`src/rtl/race_max_seq.sv`:
```
// Gamma-cycle sequencer driving edge-coded race lines into a max unit.
// Define RACE_FALLING_EN for falling-edge coding (idle high, active low).
module race_max_seq #(
    parameter int N_IN = 2,
    parameter int T_W  = 4
) (
    input  logic                aclk,
    input  logic                grst,
    input  logic                start,
    input  logic [N_IN*T_W-1:0] times,
    output logic                busy,
    output logic [N_IN-1:0]     edge_out,
    input  logic                y,
    output logic                done,
    output logic [T_W-1:0]      result,
    output logic                spike
);

    localparam logic [T_W-1:0] INF  = {T_W{1'b1}};
    localparam logic [T_W-1:0] LAST = INF - T_W'(1);

`ifdef RACE_FALLING_EN
    localparam logic IDLE_LVL = 1'b1;
`else
    localparam logic IDLE_LVL = 1'b0;
`endif

    typedef enum logic [1:0] {
        IDLE,
        RUN,
        CLEAR
    } state_t;

    state_t              state;
    logic [T_W-1:0]      cnt;
    logic [N_IN*T_W-1:0] tlat;
    logic                fired;

    assign fired = (y != IDLE_LVL);
    assign busy  = (state != IDLE);

    // Lines decode only from registered state, never from start/times.
    always_comb begin
        edge_out = {N_IN{IDLE_LVL}};
        for (int i = 0; i < N_IN; i++) begin
            if (state == RUN && tlat[i*T_W +: T_W] != INF &&
                tlat[i*T_W +: T_W] <= cnt) begin
                edge_out[i] = ~IDLE_LVL;
            end
        end
    end

    always_ff @(posedge aclk) begin
        if (!grst) begin
            state  <= IDLE;
            cnt    <= '0;
            tlat   <= '0;
            done   <= 1'b0;
            result <= INF;
            spike  <= 1'b0;
        end else begin
            done <= 1'b0;
            unique case (state)
                IDLE: begin
                    if (start) begin
                        tlat  <= times;
                        cnt   <= '0;
                        state <= RUN;
                    end
                end
                RUN: begin
                    if (fired) begin
                        result <= cnt;
                        spike  <= 1'b1;
                        done   <= 1'b1;
                        state  <= CLEAR;
                    end else if (cnt == LAST) begin
                        result <= INF;
                        spike  <= 1'b0;
                        done   <= 1'b1;
                        state  <= CLEAR;
                    end else begin
                        cnt <= cnt + T_W'(1);
                    end
                end
                CLEAR: begin
                    state <= IDLE;
                end
                default: begin
                    state <= IDLE;
                end
            endcase
        end
    end

endmodule
```
`config.mk`:
```
export PLATFORM = sky130hd
export DESIGN_NAME = race_max_seq
export DESIGN_NICKNAME = d
export VERILOG_FILES = /design/src/rtl/race_max_seq.sv
export SDC_FILE = /design/constraint.sdc
export NUM_CORES = 1
export LEC_CHECK = 0
export CORE_UTILIZATION = 49
export CTS_CLUSTER_DIAMETER = 100
export DETAILED_ROUTE_END_ITERATION = 8
export PLACE_DENSITY = 0.77
export SLEW_MARGIN = 20
export SYNTH_ARGS = -nofsm -noshare
export SYNTH_HDL_FRONTEND = slang
export SYNTH_SLANG_ARGS = --single-unit
```
`constraint.sdc`:
```
create_clock -name aclk -period 1.9 [get_ports aclk]
set_input_delay 0.38 -clock aclk [delete_from_list [all_inputs] [get_ports aclk]]
set_output_delay 0.38 -clock aclk [all_outputs]
set_load 0.005 [all_outputs]
```
# --- Word level (Yosys, flattened, before mapping) ---
# Index checks and enable logic that the tools add are counted.
word_totals:
  output_inout_bits: 9
  ff_bits: 20
op_classes:
  muxes: 16
  reduce_logical: 13
  order_cmp: 2
  n_eq_ne: 8
  n_addsub: 1
op_table:
  columns: ["op", "count"]
  rows:
  - ["$mux W4", 5]
  - ["$le A4 B4 Y1", 2]
  - ["$ne A4 B4 Y1 const B", 2]
  - ["$pmux W4 S2", 1]
  - ["$reduce_and A2 Y1", 4]
  - ["$mux W1", 6]
  - ["$mux W2", 3]
  - ["$ne A2 B2 Y1 const B", 3]
  - ["$reduce_bool A2 Y1", 3]
  - ["$add A4 B1 Y4 const B", 1]
  - ["$eq A4 B4 Y1 const B", 1]
  - ["$logic_and A1 B1 Y1", 4]
  - ["$pmux W2 S2", 1]
  - ["$reduce_and A4 Y1", 1]
  - ["$ne A3 B2 Y1 const B", 1]
  - ["$eq A2 B1 Y1 const B", 1]
  - ["$logic_not A2 Y1", 1]

# --- Longest topological paths before layout ---
# Gate-level depths: netlist of run 1.
depth:
  word_depth: 4
  mapped_depth: 6
  depth_no_buf: 6

# --- Worst setup path after synthesis of run 1 ---
# Ideal clock, no wire load.
synth_path:
  kind: "reg-to-reg"
  start: "reg cnt[0]"
  end: "reg cnt[3]"
  synth_period_minus_slack_ps: 1557
  slack_ps: 343
  stages_incl_launch_ff: 7
  arrival_time_ps: 1483
  t_required_ps: 1826
  path_cell_list: "dfxtp_1 -> inv_1 -> ha_1 -> a31oi_4 -> nand2_2 -> or3_1 -> a31oi_1"
synth_between:
  elab_chain_len: 4
  word_cells_on_any_way: 7
  classes_between: "add/sub: 1; eq/ne: 2; mux: 3; reduce/logical: 1"
synth_rtl:
  columns: ["item", "line", "text"]
  rows:
  - ["from (decl)", "35", "logic [T_W-1:0] cnt;"]
  - ["from (signal assigned)", "83", "cnt <= cnt + T_W'(1);"]
  - ["$add A4 B1 Y4", "83", null]
  - ["$mux W4", "77", "end else if (cnt == LAST) begin"]
  - ["$mux W4", "72", "if (fired) begin"]
  - ["$pmux W4 S2", "63", "unique case (state)"]
# Parallel ways exist; a longest one is shown, timed or not. The select of a mux whose other input is x is not followed.
# A chain may end at the register's enable or synchronous reset.

# --- Worst setup path in the final report of run 1 ---
layout_path:
  start: "reg cnt[3]"
  end: "out edge_out[1]"
layout_between:
  elab_chain_len: 3
layout_rtl:
  columns: ["item", "line", "text"]
  rows:
  - ["$le A4 B4 Y1", "47", "tlat[i*T_W +: T_W] <= cnt) begin"]
  - ["$logic_and A1 B1 Y1", "46", "if (state == RUN && tlat[i*T_W +: T_W] != INF &&"]
  - ["$mux W1", "46", null]
  - ["to (decl)", "12", "output logic [N_IN-1:0] edge_out,"]
# No other way between the ends.

==> results.txt, run 1 <==
The run finished, with violations left. The checks that failed: design-rule violations. The library cells used most frequently in the layout, excluding fill and tap cells, are clkdlybuf4s50_1, dfxtp_1, nand2_1. After routing the design area is 1383 um2. Measured along the y axis, the die boundary spans 47.03 um.

The worst reg-to-reg setup slack is 0.16 ns, and the worst setup slack after layout is 0.04444 ns. After the last flow step, the layout net total stands at 167. The final hold slack was 0.4897 ns; the fraction of final layout cells with drive strength greater than 1 was 0.2222. The met1 track demand over resource in global routing was 0.3199; the shortest period the worst path allows was 1.856 ns. The initial standard-cell utilization of the core was 0.5457; the number of iterations in the first detailed-routing pass was 7. The power share of the clock group was 0.354.

The maximum number of pins on one net before global-route repair was 13; the count of final setup violators was 0. Number of buffers on the longest clock path: 2. The run gives 0.4611 as the met2 demand-to-capacity share in global routing. The number of warnings printed during yosys synthesis was 0. Peak-usage layer in the global routing report: met2.

For the combinational share of power, the log shows 0.191. The worst-skew pair later-pin latency is 0.31 ns, and the estimated wirelength of the detail-placed design is 1771 um. Headroom to the max-slew limit: 0.7701. Final core utilization: 0.7595. The number of antenna violations at the first check in global routing came out at 0. The clock buffer count from CTS came out at 3. For this design the total switching power over the nets is 0.2516 mW. Leaving out fill and tap cells, the most frequent cell in the layout is clkdlybuf4s50_1. Of all nets on the critical path, the largest fanout is 3. After synthesis the netlist holds a flip-flop and latch count of 20.

The transition time at the pin with the least slew margin is 0.3438 ns, and the remaining antenna violation count is 0. Count of H-tree levels built during CTS: 1. The post-place setup slack is -0.08318 ns. The overall power of the completed layout was 1.011 mW. The worst setup path is launched from a register. In the final timing run, aggregate negative setup slack is 0 ns.

21 I/O pins were placed. The post-route clock period utilization was 0.9766. The total overflow left after global routing is 0. After detailed placement, the design holds a cell count of 164. The diode insertion count for antenna repair was 0; the cell leakage power was 0.5567 nW. Data arrives at the worst endpoint at 1.48 ns. The width of the die works out to 47.03 um. The worst-case IR drop observed on VDD is 622.5 uV. In this run the mean area of a mapped cell was 8.715 um2. The logs give 0 for the number of pins exceeding their max-slew limit in the final report and 27 for the violation count after the first detailed-routing iteration.

The die area was 2211 um2. The finished layout holds 169 standard cells, fillers aside. The tools report the master cell of the clock root buffer as clkbuf_4. Dividing the detail-routed wire length by the instance count gives 15.38 um. The DRC violation count after routing is 2, and the clock-pin slew of the registers on the worst-case setup and hold paths is 0.13 ns.

TritonCTS built the clock tree. By startpoint and endpoint, the worst setup path is classified as reg2out. The type of the worst min-delay path is reg2reg. Power density of the placed cells: 730.9 nW/um2. The run gives 0.4030 as the sequential share of the synthesized area. The area growth from synthesis to layout is 39.17%. The floorplan has 15 rows.

Via count of the first global-routing pass: 884. After detailed routing, the total wire length is 2600 um. Input and output buffers added on the ports amount to 20.

Counting the fill cells in the layout gives 149. The hold violation count in the final report was 0. In the routed layout, each cell is associated on average with a via count of 5.568. The switching part of the total came out at 0.2490.

The tools report the met3 capacity usage during global routing as 0.06154. The first global-routing pass estimated 3995 um of wire. Internal power comes to 0.7589 mW. For the number of hold buffers added after CTS, the log shows 0.

Setup repair after global routing could not meet its margin everywhere. The run gives 1266 um2 as the standard cell area after detailed placement. STA classifies the critical path endpoint as an output pin.

The maximum clock frequency came out at 0.5389 GHz. The number of different library cells used by synthesis comes to 23. Synthesis produced a netlist with a net count of 136. The run gives 0.01215 ns as the worst clock skew.

The tool flagged a number of max-cap violations equal to 0. Total global-route track usage: 0.2657. The sequential share of power came out at 0.455. Routability-driven placement finished with a final weighted congestion of 0.8711.

In the synthesized netlist, the number of instances is 114. The placeable core region is 1821 um2, and the required time at the endpoint of the critical path is 1.52 ns. The cell area that synthesis handed to floorplanning was 993.5 um2.

Clock sink total: 20. Summing over every cut layer, the via total after detailed routing is 941.
==> cell type report <==
cell class / count / area (um2) / share of cell area
Clock buffer: 3 / 22.52 / 0.01629
Clock inverter: 1 / 30.03 / 0.02172
Inverter: 9 / 36.28 / 0.02624
Multi-Input combinational cell: 82 / 598.1 / 0.4326
Sequential cell: 20 / 406.6 / 0.2941
Tap cell: 25 / 31.28 / 0.02262
Timing Repair Buffer: 29 / 257.7 / 0.1864
==> worst max-delay path: stages (launching register included) <==
cell     delay (ns)
dfxtp_2        0.38
inv_4          0.05
ha_4           0.25
a21oi_2        0.11
o21ai_1        0.07
a21oi_1        0.17
buf_2          0.14
==> registers in the layout (all words and copies together) (netlist names) <==
name	count
tlat	8
cnt	4
done	1
spike	1
state	2
result	4
==> final timing paths <==
path	start	end	depth (start not counted)
setup / recovery	cnt[3]$_SDFFE_PN0P_	edge_out[1]	6
hold reg to reg	spike$_SDFFE_PN0P_	spike$_SDFFE_PN0P_	2
hold / removal	spike$_SDFFE_PN0P_	spike$_SDFFE_PN0P_	2
setup reg to reg	cnt[0]$_SDFFE_PN0P_	cnt[3]$_SDFFE_PN0P_	7
==> layer usage <==
layer	part of all wire	up-vias
li1	-	458
met1	0.43	442
met2	0.51	35
met3	0.046	6
met4	0.015	0
met5	0	-
==> synthesized netlist by cell type <==
cell | count | area, um2
a21oi_1 | 9 | 45.04
o22ai_1 | 4 | 25.02
o21ai_0 | 6 | 30.03
mux2i_1 | 7 | 70.07
a31oi_1 | 1 | 6.260
nand3b_1 | 1 | 7.510
nand4_1 | 4 | 25.02
nor3b_1 | 1 | 7.510
dfxtp_1 | 20 | 400.4
clkbuf_1 | 1 | 3.750
or2_2 | 1 | 6.260
nand2_2 | 1 | 6.260
a31oi_4 | 1 | 21.27
nand2_1 | 12 | 45.04
ha_1 | 10 | 125.1
nor2b_1 | 5 | 31.28
or3_1 | 1 | 6.260
nor2_1 | 11 | 41.29
a21oi_2 | 1 | 8.760
or2b_1 | 1 | 7.510
buf_4 | 2 | 15.01
inv_1 | 9 | 33.78
nand3_1 | 5 | 25.02
==> repair_timing <==
action | 4_1_cts | 5_1_grt
gates cloned | 0 | 0
endpoints found under the hold margin | 0 | 0
resized for setup | 19 | 5
setup endpoints to repair | 2 | 2
setup buffers | 0 | 1
pin swaps | 4 | 5
==> power by group through the flow <==
stage                     Sequential (mW)  Combinational [mW]  Clock (mW)
after global placement              0.465               0.168           0
after global routing                0.462               0.210       0.376
after floorplan                     0.463              0.0971           0
after detailed placement            0.466               0.176           0
final                               0.460               0.193       0.358
after CTS                           0.459               0.182       0.354
==> cells by family (layout without fill, tap and decap cells) <==
group | after synthesis | after routing | share of synthesized area
AOI/OAI and AO/OA | 22 | 22 | 0.1373
adders and majority gates | 10 | 10 | 0.1259
buffers and inverters | 12 | 42 | 0.05289
DFF | 20 | 20 | 0.4030
muxes | 7 | 7 | 0.07053
and+or+nand+nor | 43 | 43 | 0.2103
Note: power is estimated with default switching activity, not from simulation.
==> inputs of run 2 (changes only) <==
Settings changed: CTS_CLUSTER_SIZE from default to 40.
==> results of run 2 <==
No change in the layout: final DEF, timing and power equal those of run 1.
